File: src/rtl/instruction_fetch_unit.sv
// Fetches 16-bit instructions as two byte reads (low byte first) and offers them downstream via IRValid/IRReady.
// Word is valid 2 cycles after the first ack; while IRReady is low the fetch stops and IR is held.
module instruction_fetch_unit #(
  parameter logic [15:0] RESET_PC = 16'h0000
) (
  input  logic        Clock,
  input  logic        Reset,
  output logic        MemReq,
  output logic [15:0] MemAddr,
  input  logic        MemAck,
  input  logic [7:0]  MemData,
  input  logic        PCLoad,
  input  logic [15:0] PCLoadValue,
  output logic [15:0] IR,
  output logic        IRValid,
  input  logic        IRReady,
  output logic [15:0] PC
);

  typedef enum logic [1:0] {FETCH_LO, FETCH_HI, HOLD} state_t;
  state_t state;

  assign MemReq  = Reset && (state != HOLD);
  assign MemAddr = PC;

  always_ff @(posedge Clock) begin
    if (!Reset) begin
      PC      <= RESET_PC;
      IR      <= 16'h0000;
      IRValid <= 1'b0;
      state   <= FETCH_LO;
    end else if (PCLoad) begin
      // Redirect wins over a same-cycle ack; a HOLD handshake in this cycle still completes.
      PC      <= PCLoadValue;
      IRValid <= 1'b0;
      state   <= FETCH_LO;
    end else begin
      case (state)
        FETCH_LO: begin
          if (MemAck) begin
            IR[7:0] <= MemData;
            PC      <= PC + 16'd1;
            state   <= FETCH_HI;
          end
        end
        FETCH_HI: begin
          if (MemAck) begin
            IR[15:8] <= MemData;
            PC       <= PC + 16'd1;
            IRValid  <= 1'b1;
            state    <= HOLD;
          end
        end
        HOLD: begin
          if (IRReady) begin
            IRValid <= 1'b0;
            state   <= FETCH_LO;
          end
        end
        default: state <= FETCH_LO;
      endcase
    end
  end

endmodule

File: config.mk
export PLATFORM = sky130hd
export DESIGN_NAME = instruction_fetch_unit
export DESIGN_NICKNAME = d
export VERILOG_FILES = /design/src/rtl/instruction_fetch_unit.sv
export SDC_FILE = /design/constraint.sdc
export NUM_CORES = 1
export LEC_CHECK = 0
export ABC_AREA = 1
export ABC_CLOCK_PERIOD_IN_PS = 1500
export CORE_UTILIZATION = 42
export CTS_CLUSTER_SIZE = 30
export DETAILED_ROUTE_END_ITERATION = 12
export GPL_TIMING_DRIVEN = 0
export PLACE_DENSITY = 0.8
export RECOVER_POWER = 100
export SLEW_MARGIN = 20
export SYNTH_ARGS = -nofsm -noshare
export SYNTH_HDL_FRONTEND = slang
export SYNTH_SLANG_ARGS = --single-unit
File: constraint.sdc
create_clock -name Clock -period 1.5 [get_ports Clock]
set_input_delay 0.3 -clock Clock [delete_from_list [all_inputs] [get_ports Clock]]
set_output_delay 0.3 -clock Clock [all_outputs]
set_load 0.02 [all_outputs]
## Yosys cells after proc, flatten, opt, wreduce, memory -nomap -nowiden

Cells that the tools add are included.

- Register bits after elaboration: 35
- Input port bits: 29
- Output and inout bits: 50
- Word-level logic and storage cells: 36

- $add $sub $neg: 1
- Equal/unequal tests: 6
- Multiplexer cells: 10
- Bitwise logic cells: 2
- Reduce and logical (&&, ||, !) cells: 12

Operators with widths:

| operator | count |
|---|---|
| 16-bit two-way mux | 3 |
| 16-bit by 1-bit adder with 16-bit output (second input constant) | 1 |
| 3-bit AND reduction | 4 |
| 2-bit inequality test (second input constant) | 4 |
| 2-bit two-way mux | 3 |
| 2-bit one-hot mux with 3 select lines | 1 |
| 2-bit nonzero test | 3 |
| 2-bit OR reduction | 2 |
| 2-bit by 1-bit equality test with 1-bit output (second input constant) | 1 |
| 2-bit equality test (second input constant) | 1 |
| 2-bit zero test | 1 |
| 1-bit two-way mux | 2 |
| 1-bit inverter | 2 |
| 1-bit one-hot mux with 2 select lines | 1 |
| 2-bit AND reduction | 1 |
| 1-bit logical AND | 1 |

## Longest topological paths before layout

- Word-level depth: 4
- Gate-level depth with buffers: 9
- Depth with buffers taken out: 9

## Worst setup path after synthesis

OpenSTA, ideal clock, no wires.

- Kind: register to register
- Start point: register PC[0] (netlist: MemAddr[0])
- End point: register PC[14] (netlist: MemAddr[14])
- Setup time: 0.132 ns
- Data arrival time: 1.330 ns
- Data required time: 1.368 ns
- Setup slack: 0.038 ns
- Stages on the path, launching flop included: 9
- Path buffers: 0
- Period minus slack after synthesis: 1.462 ns
- Path through: dfxtp_1 -> ha_1 -> nand3_2 -> nor2_1 -> nand3_1 -> nand2_1 -> nand3_1 -> nand2_1 -> a21oi_1

- Longest elaborated chain between the ends: 4

RTL lines:

| item | line | source |
|---|---|---|
| from (decl) | 17 | `output logic [15:0] PC` |
| from (signal assigned) | 34 | `PC <= PCLoadValue;` |
| from (signal assigned) | 42 | `PC <= PC + 16'd1;` |
| from (signal assigned) | 49 | `PC <= PC + 16'd1;` |
| 16-bit by 1-bit adder with 16-bit output | 42, 49 |  |
| 16-bit two-way mux | 40, 47 |  |
| 16-bit two-way mux | -- |  |
| 16-bit two-way mux | 32 | `end else if (PCLoad) begin` |

No other way between the ends. The select of a mux whose other input is x is not followed.
A chain may end at the register's enable or synchronous reset.

## Worst setup path after layout

- Start point: register PC[2] (netlist: MemAddr[2])
- End point: output PC[2]

No word-level cell between the ends.

==> flow_metrics.env <==
export IMPL_swShare_pct=28.0
export IMPL_synth_main_ff_cell="dfxtp_1"
export IMPL_slew_violations=0
export IMPL_fill_cells=366
export IMPL_setup_violations=0
export IMPL_grt_start_max_net_pins=12
export IMPL_synth_edf_count=0
export IMPL_coreArea_um2=4120
export IMPL_routedWlPerCell_um=12.1
export IMPL_p_switching_mw=0.684
export IMPL_yosysMostFrequentCell="nor2_1"
export IMPL_slew_headroom_pct=73.2
export IMPL_hpwl_um=3480
export IMPL_rr_startpoint="MemAddr[0]$_SDFFE_PN0P_"
export IMPL_synth_top_area_share_pct=38.1
export IMPL_critPathKind="flop to primary output"
export IMPL_timing_final_ws_setup_ns=0.0535
export IMPL_wl_met1_um=2000
export IMPL_synth_largest_area_cell="dfxtp_1"
export IMPL_hold_buffers=0
export IMPL_syn_area_per_cell_um2=7.05
export IMPL_cts_buffer_depth=2
export IMPL_r2r_cells=6
export IMPL_synth_commonest_cells="nor2_1, nand2_1, dfxtp_1, o21ai_0, inv_1"
export IMPL_regToRegEndpoint="MemAddr[8]$_SDFFE_PN0P_"
export IMPL_rsz0062_at_grt="false"
export IMPL_nets=382
export IMPL_ys_seq_elements=35
export IMPL_critPathLaunch="MemAddr[2]$_SDFFE_PN0P_"
export IMPL_utilization_pct=68.7
export IMPL_drc=0
export IMPL_routed_wl_um=4880
export IMPL_fp_dieW_um=68.2
export IMPL_vdd_drop_max_uv=742
export IMPL_grt_pass1_vias=1785
export IMPL_arrival_ns=1.15
export IMPL_seqPwrFrac_pct=42.7
export IMPL_cp_endpoint="PC[2]"
export IMPL_p_per_area_nw_per_um2=864
export IMPL_critPathLaunchType="flop"
export IMPL_syn_num_nets=291
export IMPL_rows=23
export IMPL_port_buffers=78
export IMPL_final_setup_tns_ns=0
export IMPL_r2r_slack_ns=0.11
export IMPL_routed_wl_met2_um=2420
export IMPL_pin_count=79
export IMPL_grt_first_pass_wirelength_um=7910
export IMPL_fmax_mhz=691
export IMPL_antenna_found_initial=0
export IMPL_synthTopCellsByArea="dfxtp_1, nor2_1, nand2_1"
export IMPL_cts_sinks=35
export IMPL_grt_use_total_pct=23.2
export IMPL_wl_met3_um=409
export IMPL_highest_layer="met4"
export IMPL_status="finished clean"
export IMPL_dpl_worst_slack_ns=-0.808
export IMPL_cts_inserted_buffers=5
export IMPL_p_leak_nw=1.38
export IMPL_endpoint_kind="primary output"
export IMPL_viasPerCell=4.88
export IMPL_vias=1968
export IMPL_required_ns=1.20
export IMPL_fp_dieH_um=68.2
export IMPL_worstPathMaxFanout=5
export IMPL_tightestPinTransition_ns=0.401
export IMPL_cap_violations=0
export IMPL_yosysUniqueCellTypes=29
export IMPL_drive_gt1_share_pct=21.0
export IMPL_root_buffer="clkbuf_8"
export IMPL_n_antenna_cell=0
export IMPL_p_comb_share_pct=20.5
export IMPL_syn_inst=261
export IMPL_clk_pin_slew_ns=0.07
export IMPL_drt_pass1_iterations=4
export IMPL_fin_crit_ns=1.45
export IMPL_clk_latency_ns=0.29
export IMPL_hold_viol=0
export IMPL_clock_power_share_pct=36.8
export IMPL_grt_overflow=0
export IMPL_yosysSeqAreaShare_pct=38.1
export IMPL_hold_path_class="input pin to flop"
export IMPL_start_util_pct=44.7
export IMPL_finalWeightedCongestion=0.776
export IMPL_htree_levels=2
export IMPL_dieArea_um2=4650
export IMPL_synthArstFlopShare_pct=0
export IMPL_syn_area_um2=1840
export IMPL_drt_iter0_drc=136
export IMPL_ant_nets=0
export IMPL_internal_power_mw=1.76
export IMPL_yosysWarnings=0
export IMPL_cts_tree="yes"
export IMPL_period_share_pct=96.4
export IMPL_skew_ns=0.00470
export IMPL_area_growth_pct=53.6
layer usage:
layer	vias to the layer above	GRT usage, %
li1	1006	-
met5	-	0
met4	0	6.77
met1	880	25.6
met3	6	8.50
met2	76	41.1
cell type report:
| class | count | area, µm² | share of cell area, % |
|---|---|---|---|
| Tap cell | 50 | 62.6 | 2.21 |
| Buffer | 21 | 145 | 5.13 |
| Sequential cell | 35 | 721 | 25.5 |
| Multi-Input combinational cell | 177 | 903 | 31.9 |
| Clock inverter | 2 | 35.0 | 1.24 |
| Clock buffer | 6 | 82.6 | 2.92 |
| Inverter | 28 | 108 | 3.81 |
| Timing Repair Buffer | 84 | 771 | 27.3 |
logic make-up after synthesis:
| logic type | Yosys count | share of synthesized area (%) |
|---|---|---|
| adders and majority gates | 1 | 0.680 |
| AOI/OAI and AO/OA | 52 | 14.6 |
| DFF | 35 | 38.1 |
| xor gates and xnor gates | 5 | 2.38 |
| buffers and inverters | 49 | 13.3 |
| and+or+nand+nor | 119 | 30.9 |
power groups by stage:
stage          Clock (mW)  Sequential (mW)  Combinational [mW]
6_report            0.898             1.04               0.501
3_3_place_gp            0             1.06               0.537
4_1_cts             0.901             1.04               0.496
5_1_grt             0.950             1.05               0.553
3_5_place_dp            0             1.06               0.542
2_1_floorplan           0             1.11               0.218
flip-flops by register name, summed over array words and instances, names as in the netlist:
register,count
state,2
IR,16
MemAddr,16
IRValid,1
through the flow:
step / instance area [µm²] / hold WS, ns / std cells / power [mW]
final: 2830 / 0.272 / 403 / 2.44
after CTS: 2770 / 0.461 / 398 / 2.44
after global routing: 2830 / 0.273 / 403 / 2.56
after global placement: 2680 / 0.455 / 389 / 1.60
after floorplan: 1840 / 0.398 / 261 / 1.33
after detailed placement: 2680 / 0.457 / 389 / 1.60
worst min-delay path by stage:
stage	start	to	cells after the start
6_report	MemAck	state[0]$_SDFFE_PP0P_	2
5_1_grt	MemAck	state[0]$_SDFFE_PP0P_	2
4_1_cts	Reset	MemAddr[1]$_SDFFE_PN0P_	3
3_5_place_dp	IRValid$_SDFFE_PP0P_	IRValid$_SDFFE_PP0P_	2
3_3_place_gp	IRValid$_SDFFE_PP0P_	IRValid$_SDFFE_PP0P_	2
2_1_floorplan	MemAck	state[0]$_SDFFE_PP0P_	1
layout by cell type (no fill, tap or decap), types with 13 or more instances in the layout:
master           instances
a21oi_1                 15
o21ai_0                 26
inv_1                   20
nand3_1                 14
clkdlybuf4s50_1         26
dfxtp_1                 21
dlygate4sd2_1           48
nand2_1                 41
dfxtp_2                 13
nor2_1                  45
timing repair:
| action | in CTS | in global routing |
|---|---|---|
| setup buffers | 1 | 5 |
| gates resized for setup | 67 | 19 |
| endpoints found under the setup margin | 66 | 29 |
| pin swaps | 1 | 5 |
worst max-delay path, stage by stage (launching register included):
cell           delay (ns)
dfxtp_2              0.39
clkbuf_4             0.14
dlygate4sd2_1        0.32
Power figures use the tool's default switching activity.
